--- config.mk ---
export PLATFORM = sky130hd
export DESIGN_NAME = binary_run_extractor_flat
export DESIGN_NICKNAME = d
export VERILOG_FILES = /design/src/rtl/binary_run_extractor_if.sv /design/src/rtl/binary_run_extractor.sv /design/src/flat_wrapper.sv
export SDC_FILE = /design/constraint.sdc
export NUM_CORES = 1
export LEC_CHECK = 0
export CORE_MARGIN = 3
export CORE_UTILIZATION = 50
export CTS_CLUSTER_SIZE = 30
export DETAILED_ROUTE_END_ITERATION = 10
export GPL_TIMING_DRIVEN = 0
export MAX_ROUTING_LAYER = met4
export PLACE_DENSITY_LB_ADDON = 0.08
export RECOVER_POWER = 25
export SYNTH_ARGS = -nofsm -noshare
export SYNTH_HDL_FRONTEND = slang
export SYNTH_SLANG_ARGS = --single-unit
--- constraint.sdc ---
create_clock -name clk -period 8.02 [get_ports clk]
set_clock_uncertainty 0.05 [all_clocks]
set_input_delay 1.604 -clock clk [delete_from_list [all_inputs] [get_ports clk]]
set_output_delay 1.604 -clock clk [all_outputs]
set_load 0.03 [all_outputs]
--- src/rtl/binary_run_extractor_if.sv ---
// Record stream from binary_run_extractor to its consumer (line, start, length [, sum]).
// Latency: none, plain wires bundled for port grouping.
// Backpressure: valid/ready; fields hold while rec_valid & !rec_ready. rec_sum exists only with RUN_SUM_EN.
interface binary_run_extractor_if #(
  parameter int XW = 11
);
  logic          rec_valid;
  logic          rec_ready;
  logic [XW-1:0] rec_line;
  logic [XW-1:0] rec_start;
  logic [XW-1:0] rec_len;
`ifdef RUN_SUM_EN
  logic [XW:0]   rec_sum;

  modport master (output rec_valid, rec_line, rec_start, rec_len, rec_sum, input rec_ready);
  modport slave  (input rec_valid, rec_line, rec_start, rec_len, rec_sum, output rec_ready);
`else
  modport master (output rec_valid, rec_line, rec_start, rec_len, input rec_ready);
  modport slave  (input rec_valid, rec_line, rec_start, rec_len, output rec_ready);
`endif
endinterface

--- src/rtl/binary_run_extractor.sv ---
// Finds the longest white run of each binarized line and queues {line, start, len} records.
// Latency: record visible on rec_valid one cycle after the end-of-line cycle (FIFO previously empty).
// Backpressure: FIFO_DEPTH-entry record FIFO; push while full without pop drops and sets overflow.
// Optional macro RUN_SUM_EN adds rec_sum (white pixels per line) carried with each record.
module binary_run_extractor #(
  parameter int XW         = 11,
  parameter int MIN_RUN    = 4,
  parameter int FIFO_DEPTH = 8   // power of two, >= 2
) (
  input  logic                   clk,
  input  logic                   rst,
  input  logic                   in_vsync,
  input  logic                   in_hsync,
  input  logic                   in_de,
  input  logic                   in_monoc,
  binary_run_extractor_if.master rec,
  output logic                   frame_done,
  output logic                   overflow
);

  localparam int            AW   = $clog2(FIFO_DEPTH);
  localparam logic [XW-1:0] XMAX = '1;
`ifdef RUN_SUM_EN
  localparam logic [XW:0]   SMAX = '1;
`endif

  typedef enum logic {IDLE, RUN} state_t;

  typedef struct packed {
`ifdef RUN_SUM_EN
    logic [XW:0]   sum;
`endif
    logic [XW-1:0] line;
    logic [XW-1:0] start;
    logic [XW-1:0] len;
  } rec_t;

  // hsync carries no information the counters need; line ends come from de.
  logic unused_hsync;
  assign unused_hsync = in_hsync;

  logic          vs_q, de_q;
  logic [XW-1:0] x_q, y_q;
  state_t        state_q;
  logic [XW-1:0] cur_start_q, cur_len_q;
  logic [XW-1:0] best_start_q, best_len_q;
`ifdef RUN_SUM_EN
  logic [XW:0]   sum_q;
`endif
  rec_t          mem_q [FIFO_DEPTH];
  logic [AW-1:0] wr_ptr_q, rd_ptr_q;
  logic [AW:0]   cnt_q;
  logic          frame_done_q, overflow_q;

  logic          vs_rise, eol, pix_w, run_close, take_cur;
  logic [XW-1:0] best_start_d, best_len_d;
  logic          push_req, push, pop, drop, empty, full;
  rec_t          new_rec, rd_rec;

  // Event decode and the best run as it stands including a run closing this cycle.
  always_comb begin
    vs_rise      = in_vsync & ~vs_q;
    eol          = ~in_de & de_q;
    pix_w        = in_de & in_monoc;
    run_close    = (state_q == RUN) & ((in_de & ~in_monoc) | eol);
    take_cur     = run_close & (cur_len_q > best_len_q);   // strict: ties keep earlier run
    best_start_d = take_cur ? cur_start_q : best_start_q;
    best_len_d   = take_cur ? cur_len_q   : best_len_q;
    empty        = (cnt_q == '0);
    full         = (cnt_q == (AW+1)'(FIFO_DEPTH));
    pop          = ~empty & rec.rec_ready;
    // vsync wins over a coincident EOL: that line is abandoned.
    push_req     = eol & ~vs_rise & (best_len_d >= XW'(MIN_RUN));
    push         = push_req & (~full | pop);
    drop         = push_req & full & ~pop;
    new_rec       = '0;
    new_rec.line  = y_q;
    new_rec.start = best_start_d;
    new_rec.len   = best_len_d;
`ifdef RUN_SUM_EN
    new_rec.sum   = sum_q;
`endif
  end

  // Column/line counters and sync history. A vsync rise also forgets the current
  // line so a partial line at frame start never produces an EOL.
  always_ff @(posedge clk) begin
    if (rst) begin
      vs_q <= 1'b0;
      de_q <= 1'b0;
      x_q  <= '0;
      y_q  <= '0;
    end else begin
      vs_q <= in_vsync;
      if (vs_rise) begin
        de_q <= 1'b0;
        x_q  <= '0;
        y_q  <= '0;
      end else begin
        de_q <= in_de;
        if (in_de) begin
          if (x_q != XMAX) x_q <= x_q + XW'(1);
        end else if (eol) begin
          x_q <= '0;
        end
        if (eol && (y_q != XMAX)) y_q <= y_q + XW'(1);
      end
    end
  end

  // Per-line run FSM with current and best run tracking.
  always_ff @(posedge clk) begin
    if (rst || vs_rise) begin
      state_q      <= IDLE;
      cur_start_q  <= '0;
      cur_len_q    <= '0;
      best_start_q <= '0;
      best_len_q   <= '0;
    end else begin
      if (eol) begin
        best_start_q <= '0;
        best_len_q   <= '0;
      end else if (take_cur) begin
        best_start_q <= cur_start_q;
        best_len_q   <= cur_len_q;
      end
      case (state_q)
        IDLE: begin
          if (pix_w) begin
            state_q     <= RUN;
            cur_start_q <= x_q;
            cur_len_q   <= XW'(1);
          end
        end
        RUN: begin
          if (eol || (in_de && !in_monoc)) begin
            state_q <= IDLE;
          end else if (pix_w && (cur_len_q != XMAX)) begin
            cur_len_q <= cur_len_q + XW'(1);
          end
        end
        default: state_q <= IDLE;
      endcase
    end
  end

`ifdef RUN_SUM_EN
  // Saturating count of white pixels in the current line.
  always_ff @(posedge clk) begin
    if (rst || vs_rise || eol) begin
      sum_q <= '0;
    end else if (pix_w && (sum_q != SMAX)) begin
      sum_q <= sum_q + (XW+1)'(1);
    end
  end
`endif

  // Record storage; pointers alone define occupancy so the array needs no reset.
  always_ff @(posedge clk) begin
    if (push) mem_q[wr_ptr_q] <= new_rec;
  end

  // FIFO pointers, frame pulse and sticky overflow.
  always_ff @(posedge clk) begin
    if (rst) begin
      wr_ptr_q     <= '0;
      rd_ptr_q     <= '0;
      cnt_q        <= '0;
      frame_done_q <= 1'b0;
      overflow_q   <= 1'b0;
    end else begin
      frame_done_q <= vs_rise;
      if (vs_rise)   overflow_q <= 1'b0;
      else if (drop) overflow_q <= 1'b1;
      if (push) wr_ptr_q <= wr_ptr_q + AW'(1);
      if (pop)  rd_ptr_q <= rd_ptr_q + AW'(1);
      cnt_q <= cnt_q + {{AW{1'b0}}, push} - {{AW{1'b0}}, pop};
    end
  end

  assign rd_rec        = mem_q[rd_ptr_q];
  assign rec.rec_valid = ~empty;
  assign rec.rec_line  = empty ? '0 : rd_rec.line;
  assign rec.rec_start = empty ? '0 : rd_rec.start;
  assign rec.rec_len   = empty ? '0 : rd_rec.len;
`ifdef RUN_SUM_EN
  assign rec.rec_sum   = empty ? '0 : rd_rec.sum;
`endif
  assign frame_done    = frame_done_q;
  assign overflow      = overflow_q;

endmodule

--- src/flat_wrapper.sv ---
// flat-port wrapper written by rule: the top's interface ports become plain ports
module binary_run_extractor_flat 
#(
  parameter int XW         = 11,
  parameter int MIN_RUN    = 4,
  parameter int FIFO_DEPTH = 8                        
)
  (clk, rst, in_vsync, in_hsync, in_de, in_monoc, frame_done, overflow, rec_rec_valid, rec_rec_line, rec_rec_start, rec_rec_len, rec_rec_ready);
  binary_run_extractor_if #(.XW(XW)) rec_i ();
  input  logic clk;
  input  logic rst;
  input  logic in_vsync;
  input  logic in_hsync;
  input  logic in_de;
  input  logic in_monoc;
  output logic frame_done;
  output logic overflow;
  output wire logic [$bits(rec_i.rec_valid)-1:0] rec_rec_valid;
  output wire logic [$bits(rec_i.rec_line)-1:0] rec_rec_line;
  output wire logic [$bits(rec_i.rec_start)-1:0] rec_rec_start;
  output wire logic [$bits(rec_i.rec_len)-1:0] rec_rec_len;
  input wire logic [$bits(rec_i.rec_ready)-1:0] rec_rec_ready;
  assign rec_rec_valid = rec_i.rec_valid;
  assign rec_rec_line = rec_i.rec_line;
  assign rec_rec_start = rec_i.rec_start;
  assign rec_rec_len = rec_i.rec_len;
  assign rec_i.rec_ready = rec_rec_ready;
  binary_run_extractor #(.XW(XW), .MIN_RUN(MIN_RUN), .FIFO_DEPTH(FIFO_DEPTH)) u_core (.clk(clk), .rst(rst), .in_vsync(in_vsync), .in_hsync(in_hsync), .in_de(in_de), .in_monoc(in_monoc), .rec(rec_i), .frame_done(frame_done), .overflow(overflow));
endmodule
==> impl_metrics.ini, run 1 <==
[run_status]
status = finished, final reports clean

[clocking]
cts_root_buf = clkbuf_16
clock_path_buffers = 3
cts_resized = 0
cts_tree = built
cts_buffers = 37
clk_latency_ps = 510
ctsHoldBuffers = 0
path_clk_slew_ps = 60
cts_setup_buffers = 0
htreeDepth = 2
cts_num_sinks = 348

[flow_run]
cap_violations = 0

[worst_setup_path]
r2r_slack_ps = 4140
path_max_fanout = 10
cp.arrival_ps = 3450
cp_data_required_time_ps = 6370
endpoint_kind = output port
worstSetupPathType = reg2out
start_kind = flip-flop

[placement]
port_buffers = 39
gp_congestion = 0.807
place_inst = 1285
dp_hpwl_mm = 19.8

[sta]
hold_ws_ps = 394
fin_crit_sh_pct = 63.6
finalHoldViolations = 0
fin_setup_tns_ps = 0
maxSlewViolCount = 0
min_period_ps = 5100
worstMarginPinSlew_ps = 1130
finalSetupViolCount = 0
max_clock_freq_ghz = 0.196
rsz0062_at_grt = false
max_slew_margin_pct = 23.7

[floorplanning]
die_h_um = 173
core_area_sq_mm = 0.0272
dieArea_sq_mm = 0.0298
core.rowCount = 60
die_w_um = 173
start_util_pct = 51.2
io_pins = 43

[global_route]
gr-max-usage-layer = met2
gr-total-overflow = 0
gr-usage-met2_pct = 34.9
globalRouteMet3Util_pct = 3.58
grt_use_met1_pct = 25.1
grt_pass1_vias = 7984
grt_max_degree = 15
grt_pass1_wl_mm = 45.5
grtUsageTotal_pct = 20.1
antenna_found_initial = 0

[yosys]
synthArstFlopShare_pct = 0
yosysTopAreaCell = edfxtp_1
synth_nets = 872
ys_top_cells_by_area = edfxtp_1 (57%), dfxtp_1 (12%), mux4_2 (11%), mux2i_1 (3.4%), nor2_1 (2.4%)
synth_top_area_share_pct = 57.0
synth_area_sq_mm = 0.0139
synth_edf_count = 264
ys_seq_elements = 348
synthCells = 842
ys_seq_area_share_pct = 69.1
yosys_warnings = 0
synth.avg_cell_area_sq_um = 16.5
synth_cell_types = 55
synth_flop_cell = edfxtp_1

[cells_and_area]
fin_cells = 1353
nets = 982
drive_above_1_share_pct = 18.3
diodes = 0
fill_cells = 2020
area_delta_synth_final_pct = 17.9

[routing]
via_per_inst = 5.57
drtIter0Drc = 549
route.detailed.wl_per_inst_um = 20.9
drc_errors = 0
totalWireLength_mm = 28.3
drtAntennaViolNets = 0
first_pass_iters = 5
via_count = 7534

[power]
peakVddDrop_v = 0.000161
power_leakage_uw = 0.00575
power.density_mw_per_mm2 = 286

[worst_hold_path]
min_path_type = reg2reg
[registers in the layout, summed over array words and instances (netlist names), named ones only]
name,cells
u_core.frame_done,1
u_core.cur_len_q,11
u_core.overflow,1
u_core.x_q,11
u_core.vs_q,1
u_core.best_start_q,11
u_core.cnt_q,4
u_core.y_q,11
u_core.cur_start_q,11
u_core.mem_q,264
u_core.rd_ptr_q,3
u_core.state_q,1
u_core.wr_ptr_q,3
u_core.best_len_q,11
u_core.de_q,1
[synthesized netlist by cell type, drive strengths merged, types with 2 or more instances]
master and count:
a21o 2, a21oi 16, a41oi 2, and2 5
and3 8, and4 4, buf 17, clkbuf 20
dfxtp 84, edfxtp 264, ha 22, inv 22
mux2 23, mux2i 47, mux4 66, nand2 23
nand2b 5, nand3 12, nand3b 2, nand4 9
nor2 90, nor2b 26, nor3 10, nor3b 2
nor4 5, nor4b 3, o211ai 3, o21a 2
o21ai 13, or2 3, or3 3, xnor2 5
xor2 16
[layout make-up]
type	count	area [sq um]	share of cell area (%)
flip-flops and latches	348	9610	58.6
multi-input cells	435	4090	24.9
clock buffers	55	1090	6.62
repair buffers	71	743	4.53
well taps	372	465	2.84
clock inverters	13	165	1.01
plain buffers	37	155	0.946
inverters	22	87.6	0.534
[path summary, 6_finish.rpt]
| check | start | end | depth (start not counted) |
|---|---|---|---|
| max | flip-flop | rec_rec_len[9] | 6 |
| min | u_core.vs_q | u_core.frame_done | 1 |
| max reg2reg | u_core.cur_len_q[2] | u_core.mem_q[0][18] | 11 |
| min reg2reg | u_core.vs_q | u_core.frame_done | 1 |
[layer usage]
layer	wire, um	vias to the layer above
met2	14600	197
met5	0	-
met4	352	0
met3	1560	25
met1	11800	3859
li1	-	3453
[critical path: stages (launching register included)]
cell and delay (ps):
dfxtp_1 430, clkbuf_1 500, buf_1 690, mux4_2 400, mux2i_1 240, nor2_1 70, clkdlybuf4s50_1 610
[metrics by stage]
| stage | util, % | cell area [sq um] | setup WS (ps) | total power, uW |
|---|---|---|---|---|
| after CTS | 60.4 | 16400 | 2880 | 4750 |
| after detailed placement | 55.8 | 15200 | 2980 | 3040 |
| final | 60.3 | 16400 | 2920 | 4700 |
| after global placement | 54.3 | 14800 | -2580 | 3020 |
| after floorplan | - | 13900 | 1450 | 2710 |
| after global routing | 60.3 | 16400 | 2750 | 4910 |
[power by group]
group	switching [uW]	internal [uW]
logic	564	470
registers	15.3	1930
clock network	647	1070
total	1230	3470
[cell usage in the layout, fill, tap and decap left out, types with 11 or more instances in the layout]
cell type,count
nand3_1,12
clkbuf_16,39
buf_6,13
clkdlybuf4s50_1,34
mux4_2,66
mux2_1,17
nor2b_1,26
clkbuf_1,33
nand2_1,23
mux2i_1,47
buf_4,11
nor2_1,90
a21oi_1,15
dfxtp_1,84
inv_1,21
xor2_1,16
ha_1,22
o21ai_0,11
edfxtp_1,264
[logic make-up after synthesis]
kind of cell,synth area share [%]
xor+xnor,1.32
fa+ha+maj,2.12
flops,69.1
buf+inv,1.78
compound gates,2.13
simple gates,7.55
mux,16.0
(Power assumes the default switching activity.)
==> run 2: changes to the inputs <==
Clock period 8.02 ns to 4.7 ns, I/O delays scaled along.
==> run 2 against run 1 <==
  * Sequential power grew 70%
  * Largest cell class unchanged
  * Highest routed layer unchanged
  * Clock power is 71% higher
  * Cell count did not move
  * First-iteration DRC count rose by 2.4%
==> impl_metrics.ini, run 2 (same netlist as run 1, synthesis figures left out) <==
[routing]
drc_errors = 0
drtIter0Drc = 562
route.detailed.wl_per_inst_um = 20.9
first_pass_iters = 5
drtAntennaViolNets = 0
totalWireLength_mm = 28.3
via_count = 7481
via_per_inst = 5.53

[worst_setup_path]
endpoint_kind = output port
path_max_fanout = 10
start_kind = flip-flop
r2r_slack_ps = 790
cp.arrival_ps = 3450
cp_data_required_time_ps = 3710
worstSetupPathType = reg2out

[power]
power_frac_clock_pct = 36.9
seqPwrFrac_pct = 41.9
power.density_mw_per_mm2 = 484
total_power_uw = 7930
p_sw_share_pct = 26.1
p_switching_uw = 2070
peakVddDrop_v = 0.000272
power_leakage_uw = 0.00577
internal_power_uw = 5860
combinationalPowerShare_pct = 21.2

[clocking]
cts_resized = 0
cts_tree = built
ctsHoldBuffers = 0
path_clk_slew_ps = 60
clk_latency_ps = 510
cts_buffers = 37
cts_root_buf = clkbuf_16
htreeDepth = 2
clock_path_buffers = 3
cts_setup_buffers = 0
cts_num_sinks = 348

[cells_and_area]
final_core_util_pct = 60.3
drive_above_1_share_pct = 18.7
diodes = 0
area_delta_synth_final_pct = 18.0
nets = 982
final_common_cell = edfxtp_1
largest-register = u_core.mem_q
final_cell_mix = edfxtp_1 (264), nor2_1 (90), dfxtp_1 (84)
largest_reg_flops = 264

[global_route]
antenna_found_initial = 0
grt_pass1_vias = 7984
grt_pass1_wl_mm = 45.5
gr-total-overflow = 0
grt_max_degree = 15
grtUsageTotal_pct = 20.1

[flow_run]
cap_violations = 0

[sta]
maxSlewViolCount = 0
fin_crit_sh_pct = 94.5
min_period_ps = 4440
rsz0062_at_grt = false
max_slew_margin_pct = 19.7
finalHoldViolations = 0
worstMarginPinSlew_ps = 1190
finalSetupViolCount = 0
max_clock_freq_ghz = 0.225

[run_status]
status = finished, final reports clean

[floorplanning]
core_area_sq_mm = 0.0272
start_util_pct = 51.2
io_pins = 43
core.rowCount = 60
die_w_um = 173
dieArea_sq_mm = 0.0298
die_h_um = 173

[placement]
dp_hpwl_mm = 19.8
gp_congestion = 0.807
port_buffers = 39

[worst_hold_path]
min_path_type = reg2reg
==> run 2: cell type report <==
type	count	area, sq um
plain buffers	37	159
clock buffers	55	1090
clock inverters	13	165
fillers	2019	10800
inverters	22	87.6
multi-input cells	435	4080
flip-flops and latches	348	9610
well taps	372	465
repair buffers	71	743
==> run 2: metal layers <==
| metal | part of all wire [%] | wire length (um) | track usage, % | vias up |
|---|---|---|---|---|
| met4 | 1.1 | 321 | 4.16 | 0 |
| met2 | 52 | 14600 | 34.9 | 166 |
| met3 | 4.6 | 1320 | 3.58 | 21 |
| li1 | - | - | - | 3458 |
| met1 | 43 | 12100 | 25.1 | 3836 |
| met5 | 0 | 0 | - | - |
==> run 2: metrics by stage <==
step / TNS (ps) / cells / instance area, sq um / hold WS (ps) / setup WS (ps)
CTS: 0 / 1353 / 16400 / 390 / 225
detailed placement: 0 / 1285 / 15200 / 380 / 323
global route: 0 / 1353 / 16400 / 423 / 90.7
finish: 0 / 1353 / 16400 / 394 / 260
floorplan: -109730 / 842 / 13900 / 359 / -1200
global placement: -896820 / 1253 / 14800 / 376 / -5240
==> run 2: final timing paths <==
check | depth (start not counted) | end | from
min | 1 | u_core.frame_done | u_core.vs_q
min reg2reg | 1 | u_core.frame_done | u_core.vs_q
max | 6 | rec_rec_start[2] | flip-flop
max reg2reg | 11 | u_core.mem_q[0][18] | u_core.cur_len_q[2]
==> run 2: critical path, cell delays in order (launching register included) <==
cell and delay, ps:
dfxtp_1 430, clkbuf_1 490, clkbuf_1 620, mux4_2 330, mux2i_1 60, nor2_1 270
clkdlybuf4s50_1 740
==> run 2: power by group through the flow <==
stage               sequential, uW  clock (uW)  combinational [uW]
floorplan                     3380           0                1170
global placement              3390           0                1680
detailed placement            3390           0                1710
CTS                           3320        2980                1720
global route                  3320        3120                1830
finish                        3320        2920                1680
